File: src/rtl/alu_iq_pkg.sv
// -----------------------------------------------------------------------------
// alu_iq_pkg
// Shared types and constants for the ALU issue queue.
//   DEPTH_MAX  : largest supported queue depth
//   SID_W_DEF  : scoreboard id / tag width used by the entry struct
//   iq_entry_t : one queue entry (op payload, operand ready bits, tags, values)
//   iq_wakeup  : applies a result broadcast to one entry
// Optional feature macro used by the queue: ALU_IQ_BYPASS_EN.
// -----------------------------------------------------------------------------
`ifndef SCOREBOARD_SIZE_WIDTH
`define SCOREBOARD_SIZE_WIDTH 4
`endif

package alu_iq_pkg;

  localparam int DEPTH_MAX = 8;
  localparam int SID_W_DEF = `SCOREBOARD_SIZE_WIDTH;

  typedef struct packed {
    logic [SID_W_DEF-1:0] sid;
    logic [2:0]           func3;
    logic                 auipc;
    logic [63:0]          pc;
    logic [31:0]          inst;
    logic [3:0]           func_code;
    logic                 rs1_rdy;
    logic [SID_W_DEF-1:0] rs1_tag;
    logic [63:0]          rs1_value;
    logic                 rs2_rdy;
    logic [SID_W_DEF-1:0] rs2_tag;
    logic [63:0]          rs2_value;
  } iq_entry_t;

  // A waiting operand whose tag matches the broadcast id becomes ready and
  // takes the broadcast value; operands already ready are left untouched.
  function automatic iq_entry_t iq_wakeup(input iq_entry_t            e,
                                          input logic                 wb_valid,
                                          input logic [SID_W_DEF-1:0] wb_sid,
                                          input logic [63:0]          wb_value);
    iq_entry_t r;
    r = e;
    if (wb_valid && !e.rs1_rdy && (e.rs1_tag == wb_sid)) begin
      r.rs1_rdy   = 1'b1;
      r.rs1_value = wb_value;
    end
    if (wb_valid && !e.rs2_rdy && (e.rs2_tag == wb_sid)) begin
      r.rs2_rdy   = 1'b1;
      r.rs2_value = wb_value;
    end
    return r;
  endfunction

endpackage

File: src/rtl/iq_oldest_select.sv
// -----------------------------------------------------------------------------
// iq_oldest_select
// Lowest-index priority selector. Index 0 is the oldest queue entry, so the
// grant always goes to the oldest requester.
//   i_req       : per-entry ready request
//   o_grant     : one-hot grant (all zero when nothing requests)
//   o_any_ready : at least one request is set
// -----------------------------------------------------------------------------
module iq_oldest_select #(
  parameter int N = 4
) (
  input  logic [N-1:0] i_req,
  output logic [N-1:0] o_grant,
  output logic         o_any_ready
);

  // Two's-complement trick: x & -x isolates the lowest set bit.
  assign o_grant     = i_req & (~i_req + N'(1));
  assign o_any_ready = |i_req;

endmodule

File: src/rtl/alu_issue_queue.sv
// -----------------------------------------------------------------------------
// alu_issue_queue
// Collapsing issue queue in front of a single ALU. Entry 0 is the oldest;
// occupied entries are contiguous from 0. Each cycle the oldest entry with
// both operands ready (registered ready bits) is sent to the ALU and the
// entries above it shift down. Result broadcasts wake waiting operands,
// including the op being enqueued in the same cycle.
// Ports:
//   clk, rst_n                 : clock, asynchronous active-low reset
//   flush_i                    : drop every entry at the next edge
//   enq_valid_i / enq_ready_o  : enqueue handshake
//   enq_*_i                    : op payload and operand state
//   wb_valid_i/wb_sid_i/wb_value_i : result wakeup broadcast
//   alu_*_o, rs*_value_o, func_code_o : issue port (no backpressure)
//   count_o                    : occupied entries
// Optional feature: define ALU_IQ_BYPASS_EN to let a ready op go straight to
// the ALU in its enqueue cycle when no queued entry is ready.
// -----------------------------------------------------------------------------
module alu_issue_queue
  import alu_iq_pkg::*;
#(
  parameter int DEPTH = 4,
  parameter int SID_W = `SCOREBOARD_SIZE_WIDTH
) (
  input  logic             clk,
  input  logic             rst_n,
  input  logic             flush_i,
  input  logic             enq_valid_i,
  output logic             enq_ready_o,
  input  logic [SID_W-1:0] enq_sid_i,
  input  logic [2:0]       enq_func3_i,
  input  logic             enq_auipc_i,
  input  logic [63:0]      enq_pc_i,
  input  logic [31:0]      enq_inst_i,
  input  logic [3:0]       enq_func_code_i,
  input  logic             enq_rs1_rdy_i,
  input  logic [SID_W-1:0] enq_rs1_tag_i,
  input  logic [63:0]      enq_rs1_value_i,
  input  logic             enq_rs2_rdy_i,
  input  logic [SID_W-1:0] enq_rs2_tag_i,
  input  logic [63:0]      enq_rs2_value_i,
  input  logic             wb_valid_i,
  input  logic [SID_W-1:0] wb_sid_i,
  input  logic [63:0]      wb_value_i,
  output logic             alu_valid_o,
  output logic [SID_W-1:0] alu_sid_o,
  output logic [2:0]       alu_func3_o,
  output logic             alu_auipc_o,
  output logic [63:0]      alu_pc_o,
  output logic [31:0]      alu_inst_o,
  output logic [63:0]      rs1_value_o,
  output logic [63:0]      rs2_value_o,
  output logic [3:0]       func_code_o,
  output logic [3:0]       count_o
);

  localparam logic [3:0] DEPTH_C = 4'(DEPTH);

  iq_entry_t        r_q [DEPTH];
  logic [3:0]       r_count;
  logic             r_live;     // low until the first edge after reset release

  iq_entry_t        w_q_nxt [DEPTH];
  iq_entry_t        w_enq_raw, w_enq_entry, w_sel_entry, w_issue_entry;
  logic [DEPTH-1:0] w_valid, w_ready, w_grant;
  logic [3:0]       w_sel_idx, w_enq_idx, w_count_nxt;
  logic             w_any_ready, w_issue_q, w_enq_fire, w_enq_write, w_bypass;

  // Valid bits follow from the count because the queue never has holes.
  always_comb begin
    for (int i = 0; i < DEPTH; i++) begin
      w_valid[i] = (4'(i) < r_count);
      w_ready[i] = w_valid[i] & r_q[i].rs1_rdy & r_q[i].rs2_rdy;
    end
  end

  iq_oldest_select #(.N(DEPTH)) u_select (
    .i_req       (w_ready),
    .o_grant     (w_grant),
    .o_any_ready (w_any_ready)
  );

  // NOTE: every variable in a combinational block gets a default before any
  // conditional update, so no path holds a stale value and no latch appears.
  always_comb begin
    w_sel_idx   = '0;
    w_sel_entry = r_q[0];
    for (int i = 0; i < DEPTH; i++) begin
      if (w_grant[i]) begin
        w_sel_idx   = 4'(i);
        w_sel_entry = r_q[i];
      end
    end
  end

  assign w_enq_raw = '{sid: enq_sid_i, func3: enq_func3_i, auipc: enq_auipc_i,
                       pc: enq_pc_i, inst: enq_inst_i, func_code: enq_func_code_i,
                       rs1_rdy: enq_rs1_rdy_i, rs1_tag: enq_rs1_tag_i,
                       rs1_value: enq_rs1_value_i,
                       rs2_rdy: enq_rs2_rdy_i, rs2_tag: enq_rs2_tag_i,
                       rs2_value: enq_rs2_value_i};
  assign w_enq_entry = iq_wakeup(w_enq_raw, wb_valid_i, wb_sid_i, wb_value_i);

  // An issue this cycle frees a slot only at the next edge, so it does not
  // open enq_ready_o early.
  assign enq_ready_o = r_live & (r_count < DEPTH_C) & ~flush_i;
  assign w_enq_fire  = enq_valid_i & enq_ready_o;
  assign w_issue_q   = w_any_ready & ~flush_i;

`ifdef ALU_IQ_BYPASS_EN
  assign w_bypass = w_enq_fire & ~w_any_ready & w_enq_entry.rs1_rdy & w_enq_entry.rs2_rdy;
`else
  assign w_bypass = 1'b0;
`endif

  assign w_enq_write = w_enq_fire & ~w_bypass;
  assign w_enq_idx   = r_count - {3'b000, w_issue_q};
  assign w_count_nxt = flush_i ? 4'd0
                               : r_count + {3'b000, w_enq_write} - {3'b000, w_issue_q};

  // NOTE: blocking '=' here lets each statement build on the previous one
  // (shift, then wakeup, then enqueue overwrite); registers use '<='.
  always_comb begin
    for (int i = 0; i < DEPTH; i++) begin
      int j;
      j = (i < DEPTH - 1) ? i + 1 : i;
      w_q_nxt[i] = r_q[i];
      if (w_issue_q && (4'(i) >= w_sel_idx)) begin
        w_q_nxt[i] = r_q[j];
      end
      w_q_nxt[i] = iq_wakeup(w_q_nxt[i], wb_valid_i, wb_sid_i, wb_value_i);
      if (w_enq_write && (4'(i) == w_enq_idx)) begin
        w_q_nxt[i] = w_enq_entry;
      end
    end
  end

  // NOTE: only control state (count and operand ready bits) is reset; the
  // payload is never observed before it is written, so it carries no reset.
  always_ff @(posedge clk or negedge rst_n) begin
    if (!rst_n) begin
      r_count <= '0;
      r_live  <= 1'b0;
      for (int i = 0; i < DEPTH; i++) begin
        r_q[i].rs1_rdy <= 1'b0;
        r_q[i].rs2_rdy <= 1'b0;
      end
    end else begin
      r_live  <= 1'b1;
      r_count <= w_count_nxt;
      if (!flush_i) begin
        for (int i = 0; i < DEPTH; i++) begin
          r_q[i] <= w_q_nxt[i];
        end
      end
    end
  end

  assign w_issue_entry = w_issue_q ? w_sel_entry : w_enq_entry;

  assign alu_valid_o = w_issue_q | w_bypass;
  assign alu_sid_o   = w_issue_entry.sid;
  assign alu_func3_o = w_issue_entry.func3;
  assign alu_auipc_o = w_issue_entry.auipc;
  assign alu_pc_o    = w_issue_entry.pc;
  assign alu_inst_o  = w_issue_entry.inst;
  assign rs1_value_o = w_issue_entry.rs1_value;
  assign rs2_value_o = w_issue_entry.rs2_value;
  assign func_code_o = w_issue_entry.func_code;
  assign count_o     = r_count;

endmodule

File: config.mk
export PLATFORM = sky130hd
export DESIGN_NAME = alu_issue_queue
export DESIGN_NICKNAME = d
export VERILOG_FILES = /design/src/rtl/alu_iq_pkg.sv /design/src/rtl/iq_oldest_select.sv /design/src/rtl/alu_issue_queue.sv
export SDC_FILE = /design/constraint.sdc
export NUM_CORES = 2
export LEC_CHECK = 0
export CORE_ASPECT_RATIO = 1.25
export CORE_MARGIN = 5
export CORE_UTILIZATION = 30
export CTS_BUF_LIST = sky130_fd_sc_hd__clkbuf_4
export DETAILED_ROUTE_END_ITERATION = 7
export DONT_BUFFER_PORTS = 1
export PLACE_DENSITY_LB_ADDON = 0.12
export SYNTH_ARGS = -nofsm -noshare
export SYNTH_HDL_FRONTEND = slang
export SYNTH_SLANG_ARGS = --single-unit
File: constraint.sdc
create_clock -name clk -period 10.36 [get_ports clk]
set_input_delay 2.072 -clock clk [delete_from_list [all_inputs] [get_ports clk]]
set_output_delay 2.072 -clock clk [all_outputs]
set_load 0.005 [all_outputs]
Word level (Yosys, flattened, before mapping)
Index checks and enable logic that the tools add are counted.
{ "totals": {"in_bits": 319, "out_inout_bits": 242, "elab_cells": 190, "register_bits": 989} }
{ "op_classes": {"n_eq_ne": 13, "reduce_logical": 65, "mux": 35, "bitwise_logic": 15, "magnitude_cmp": 8, "n_addsub": 4} }
{ "ops": {"columns": ["operator", "n"], "rows": [
  ["246-bit 2-to-1 mux", 10],
  ["64-bit 2-to-1 mux", 10],
  ["138-bit 2-to-1 mux", 1],
  ["4-bit == test", 10],
  ["3-bit AND reduction", 12],
  ["1-bit logical AND", 27],
  ["3-bit nonzero test", 6],
  ["1-bit AND", 12],
  ["1-bit 2-to-1 mux", 11],
  ["1-bit logical NOT", 10],
  ["2-bit nonzero test", 5],
  ["2-bit by 4-bit == test with 1-bit output, first input constant", 2],
  ["1-bit by 4-bit greater-or-equal comparator with 1-bit output, first input constant", 2],
  ["1-bit by 4-bit < comparator with 1-bit output, first input constant", 2],
  ["2-bit by 4-bit < comparator with 1-bit output, first input constant", 2],
  ["4-bit 2-to-1 mux", 2],
  ["4-bit by 1-bit subtractor with 4-bit output", 2],
  ["2-bit AND reduction", 3],
  ["4-bit by 1-bit adder with 4-bit output", 1],
  ["4-bit by 1-bit adder with 4-bit output, second input constant", 1],
  ["4-bit AND", 1],
  ["1-bit by 4-bit == test with 1-bit output, first input constant", 1],
  ["2-bit by 4-bit greater-or-equal comparator with 1-bit output, first input constant", 1],
  ["4-bit logical NOT", 1],
  ["other kinds (5)", 5]
]} }

Logic depth before layout (Yosys ltp)
{ "depth": {"word_depth": 17, "ltp_mapped": 23, "depth_no_buf": 16} }

By module
Synthesis repeated with hierarchy kept, for this count alone.
{ "hier_totals": {"cells_unflattened": 5474, "hier_area_um2": 56017.5} }
{ "by_module_without_submodules": {"columns": ["module", "cells_per_inst", "seq_area_each_um2", "area_per_inst_um2", "instances"], "rows": [
  ["alu_issue_queue", 5469, 29633.4, 55979.9, 1],
  ["iq_oldest_select", 5, 0.0, 37.5, 1]
]} }

Least setup slack after synthesis
OpenSTA, ideal clock, no wires.
{ "synth_path": {"kind": "input-to-reg", "startpoint": "input port flush_i", "endpoint": "register r_q[876] (netlist bit), enable pin", "setup_time_ns": 0.611, "required_time_ns": 9.749, "setup_slack_ns": -0.766, "n_path_buf": 7, "t_arrival_ns": 10.516, "stages": 15, "path_cell_list": "clkbuf_1 -> clkbuf_1 -> or2_2 -> buf_2 -> clkbuf_1 -> clkbuf_1 -> inv_1 -> ha_1 -> ha_1 -> xor2_1 -> nor4_1 -> nand3_1 -> clkbuf_1 -> clkbuf_1 -> a21oi_1"} }
{ "synth_between": {"elab_chain_cells": 7} }
{ "synth_rtl": {"columns": ["item", "line", "rtl"], "rows": [
  ["from (decl)", "alu_issue_queue.sv:27", "input logic flush_i,"],
  ["1-bit inverter (no source line) *", null, null],
  ["1-bit AND *", "alu_issue_queue.sv:108", "assign w_issue_q = w_any_ready & ~flush_i;"],
  ["via alu_valid_o", "alu_issue_queue.sv:45", "output logic alu_valid_o,"],
  ["4-bit by 1-bit subtractor with 4-bit output", "alu_issue_queue.sv:117", "assign w_enq_idx = r_count - {3'b000, w_issue_q};"],
  ["4-bit logical NOT", "alu_issue_queue.sv:132", "if (w_enq_write && (4'(i) == w_enq_idx)) begin"],
  ["1-bit logical AND", "alu_issue_queue.sv:132", null],
  ["2-bit nonzero test (no source line) *", null, null],
  ["3-bit AND reduction (no source line) *", null, null],
  ["to (signal, indexed assignment)", "alu_issue_queue.sv:153", "r_q[i] <= w_q_nxt[i];"],
  ["to (decl)", "alu_issue_queue.sv:59", "iq_entry_t r_q [DEPTH];"]
]} }
Mark *: on every way through the listed nets, which the timed path passes. The rest lies on a longest branch.
A chain may end at the register's enable or synchronous reset.

Worst setup path in the final report
{ "layout_path": {"startpoint": "register r_count[2], in the netlist count_o[2]", "endpoint": "output port rs2_value_o[62]"} }
{ "layout_between": {"elab_chain_cells": 10} }
{ "layout_rtl": {"columns": ["item", "line", "rtl"], "rows": [
  ["from (decl)", "alu_issue_queue.sv:60", "logic [3:0] r_count;"],
  ["from (signal assigned)", "alu_issue_queue.sv:150", "r_count <= w_count_nxt;"],
  ["1-bit by 4-bit < comparator with 1-bit output", "alu_issue_queue.sv:72", "w_valid[i] = (4'(i) < r_count);"],
  ["1-bit AND (2 in a row)", "alu_issue_queue.sv:73", "w_ready[i] = w_valid[i] & r_q[i].rs1_rdy & r_q[i].rs2_rdy;"],
  ["4-bit inverter", "iq_oldest_select.sv:18", "assign o_grant = i_req & (~i_req + N'(1));"],
  ["4-bit by 1-bit adder with 4-bit output", "iq_oldest_select.sv:18", null],
  ["4-bit AND", "iq_oldest_select.sv:18", null],
  ["246-bit 2-to-1 mux (3 in a row)", "alu_issue_queue.sv:89", "if (w_grant[i]) begin"],
  ["246-bit 2-to-1 mux *", "alu_issue_queue.sv:159", "assign w_issue_entry = w_issue_q ? w_sel_entry : w_enq_entry;"],
  ["to (decl)", "alu_issue_queue.sv:52", "output logic [63:0] rs2_value_o,"]
]} }
Every way passes the cells marked *; elsewhere a longest branch is shown, timed or not.

==> flow_metrics.env <==
export IMPL_critical_path_cell_chain="inv_1 -> ha_1 -> or3b_4 -> nand3_1 -> nand3_1 -> nor2_1 -> or2_4 -> buf_4 -> buf_4 -> a211oi_1 -> a21oi_1"
export IMPL_synth_top_family_by_area="compound AO/OA/AOI/OAI gates"
export IMPL_skew_ns=0.1413
export IMPL_wire_per_inst_um=28.89
export IMPL_synth_area_per_cell_um2=10.47
export IMPL_cpMaxStageDelayCell="buf_4"
export IMPL_clock_sinks=989
export IMPL_grt_max_degree=184
export IMPL_row_count=178
export IMPL_grt_setup_unrepaired="no"
export IMPL_vias_per_cell=5.642
export IMPL_path_class="reg2out"
export IMPL_postRouteAntennaNets=0
export IMPL_cp_slowest_stage_delay_ns=0.91
export IMPL_routed_wl_mm=231.3
export IMPL_multi_input_area_mm2=0.02486
export IMPL_cts_hold_buffers_added=0
export IMPL_yosysWarnings=0
export IMPL_cts_resized_gates=0
export IMPL_grt_first_pass_wirelength_mm=329.0
export IMPL_wl_met3_mm=20.35
export IMPL_p_leak_uw=0.02470
export IMPL_synthArstFlopShare=0.01314
export IMPL_cts_buffers=312
export IMPL_grt_use_total=0.2256
export IMPL_cp_num_cells=11
export IMPL_hold_viol_final=0
export IMPL_htree_levels=5
export IMPL_netlist_area_mm2=0.05637
export IMPL_maxCapViolCount=0
export IMPL_nFillCells=19290
export IMPL_max_freq_ghz=0.1136
export IMPL_drt_initial_drc_count=3863
export IMPL_cts_tree="yes"
export IMPL_synth_seq_cells=989
export IMPL_critPathLaunchType="flip-flop"
export IMPL_drtPass1Iterations=8
export IMPL_route_detailed_drc=0
export IMPL_die_h_um=494.6
export IMPL_dr_wl_met2_mm=106.7
export IMPL_cellPowerDensity_mw_per_mm2=191.9
export IMPL_synth_fp_nets=5716
export IMPL_hold_path_class="in2async"
export IMPL_setup_violations=0
export IMPL_worstPathArrival_ns=6.73
export IMPL_slew_viol_final=0
export IMPL_clkLatencyLatePin_ns=1.32
export IMPL_ys_types=56
export IMPL_status="completed"
export IMPL_pre_cts_ws_ns=2.897
export IMPL_cts_setup_buffers=0
export IMPL_r2r_cells=17
export IMPL_stdcell_area_mm2=0.06240
export IMPL_cpLargestDelayFamily="simple AND/OR/NAND/NOR gates"
export IMPL_cts_buffer_depth=4
export IMPL_synth_flop_cell="edfxtp_1"
export IMPL_io_buffers=0
export IMPL_setup_ws_ns=1.560
export IMPL_max_slew_margin=0.1068
export IMPL_nets=5595
export IMPL_hold_ws_ns=0.4430
export IMPL_seq_area_mm2=0.02963
export IMPL_area_growth_pct=10.70
export IMPL_period_minus_slack_ns=8.800
export IMPL_critPathRequiredTime_ns=8.29
export IMPL_top_layer_used="met5"
export IMPL_first_global_vias=46280
export IMPL_dieArea_mm2=0.1967
export IMPL_synthMuxAreaShare=0.1395
export IMPL_final_cells=8005
export IMPL_synth_simple_gate_area_frac=0.1338
export IMPL_gp_congestion=0.7613
export IMPL_start_util=0.3006
export IMPL_synth_xor_area_frac=0.004817
export IMPL_coreArea_mm2=0.1875
export IMPL_drive_gt1_frac=0.1337
export IMPL_vias=45160
export IMPL_place_area_mm2=0.05869
export IMPL_cp_max_fo=90
export IMPL_die_w_um=397.7
export IMPL_vdd_ir_drop_max_uv=162.7
export IMPL_tns_ns=0
export IMPL_worst_setup_path_end_kind="primary output"
export IMPL_ys_seq_area_frac=0.5257
export IMPL_finalCritPeriodShare=0.8495
export IMPL_path_buf_inv=3
export IMPL_cts_root_buffer="clkbuf_4"
export IMPL_ios=561
export IMPL_dpl_hpwl_mm=129.0
export IMPL_grt_overflow=0
export IMPL_antenna_found_initial=34
export IMPL_synth_edf_count=976
export IMPL_clk_pin_slew_ns=0.06
export IMPL_placed_cells=7471
export IMPL_synth_compound_area_frac=0.1559
export IMPL_routedLengthMet1_mm=98.55
export IMPL_synthAdderAreaFrac=0.002575
export IMPL_worst_pin_slew_ns=1.336
export IMPL_syn_inst=5386
[final cells by class]
| cell class | count | area share |
|---|---|---|
| repair buffers | 88 | 0.01580 |
| multi-input cells | 3859 | 0.3984 |
| inverters | 15 | 0.0009424 |
| clock inverters | 58 | 0.003649 |
| diodes | 19 | 0.0007620 |
| flip-flops and latches | 989 | 0.4749 |
| clock buffers | 457 | 0.05498 |
| well taps | 2520 | 0.05053 |
[logic make-up (layout without fill, tap and decap cells)]
group           Yosys count  in the layout
simple gates           1710           1710
compound gates         1337           1337
flops                   989            989
mux                     769            769
buf+inv                 538            618
xor+xnor                 31             31
fa+ha+maj                11             11
other cells               1             20
[synth_stat cells (3+ instances only)]
master,count,area share
nor2_1,420,0.028
buf_4,4,0.00053
buf_2,51,0.0045
nand2b_1,7,0.00078
dfrtp_1,13,0.0058
and2_1,4,0.00044
a221o_1,14,0.0025
mux2_2,132,0.026
buf_1,54,0.0036
o21ai_0,237,0.021
a21o_1,51,0.0068
o211ai_1,5,0.00067
inv_1,15,0.0010
xnor2_1,18,0.0028
and3b_1,3,0.00047
nand3b_1,4,0.00053
nor4_1,3,0.00033
a21boi_0,6,0.00080
o21ai_1,7,0.00062
a21oi_1,392,0.035
a211o_1,64,0.0099
o2111ai_1,3,0.00047
nand4b_1,5,0.00078
a32o_1,108,0.019
clkbuf_1,411,0.027
buf_6,3,0.00060
mux2i_1,637,0.11
and3_1,194,0.022
xor2_1,13,0.0020
o22ai_1,59,0.0065
a31oi_1,8,0.00089
nor3_1,9,0.00080
a221oi_1,4,0.00062
edfxtp_1,976,0.52
a211oi_1,364,0.048
nand3_1,355,0.032
or4_1,3,0.00040
nand2_1,677,0.045
ha_1,10,0.0022
nor2b_1,17,0.0019
o32ai_1,5,0.00078
[layout by cell type, fill, tap and decap left out, types with 4 or more instances in the layout]
cell type	synthesis	layout
a211o_1	64	64
a211oi_1	364	364
a21boi_0	6	6
a21o_1	51	51
a21oi_1	392	391
a221o_1	14	14
a221oi_1	4	4
a31oi_1	8	6
a32o_1	108	108
and3_1	194	193
buf_12	0	26
buf_4	4	62
clkbuf_4	0	457
clkinv_1	0	44
clkinv_2	0	5
dfrtp_1	13	13
diode_2	0	19
edfxtp_1	976	976
ha_1	10	10
inv_1	15	14
inv_2	0	8
mux2_2	132	132
mux2i_1	637	637
nand2_1	677	675
nand2b_1	7	7
nand3_1	355	352
nand3b_1	4	4
nand4b_1	5	5
nor2_1	420	413
nor2_4	0	7
nor2b_1	17	14
nor3_1	9	6
o211ai_1	5	5
o21ai_0	237	236
o21ai_1	7	7
o22ai_1	59	59
o32ai_1	5	5
xnor2_1	18	18
xor2_1	13	13
[worst paths after layout]
| kind | startpoint | to | slack (ns) |
|---|---|---|---|
| worst min register to register | r_q[684] | r_q[930] | 0.46 |
| min in group clk | r_q[684] | r_q[930] | 0.46 |
| worst max-delay path | count_o[2] | rs2_value_o[62] | 1.56 |
| worst min-delay path | rst_n | r_live | 0.44 |
| worst max register to register | count_o[2] | r_q[619] | 2.86 |
| max in group asynchronous | rst_n | r_q[314] | 9.76 |
[stage by stage]
| step | util | total power (uW) |
|---|---|---|
| 4_1_cts | 0.3325 | 12160 |
| 3_3_place_gp | 0.3130 | 8186 |
| 3_5_place_dp | 0.3130 | 8200 |
| 6_report | 0.3328 | 11970 |
| 2_1_floorplan | - | 6987 |
| 5_1_grt | 0.3327 | 12630 |
[state kept, by name, indices dropped and copies added (netlist names)]
name / flops
r_q: 984
count_o: 4
r_live: 1
[where the power goes]
group	internal, uW	switching (uW)	total (uW)
sequential	4750	131	4880
clock	2000	1870	3870
combinational	915	2310	3220
[routing by layer]
layer  vias up  global-route usage
li1      20320                   -
met1     22600              0.2899
met2      1821              0.3663
met3       386             0.07255
met4        30             0.06107
met5         -                   0
No activity file was read; power rests on OpenSTA's default activity.
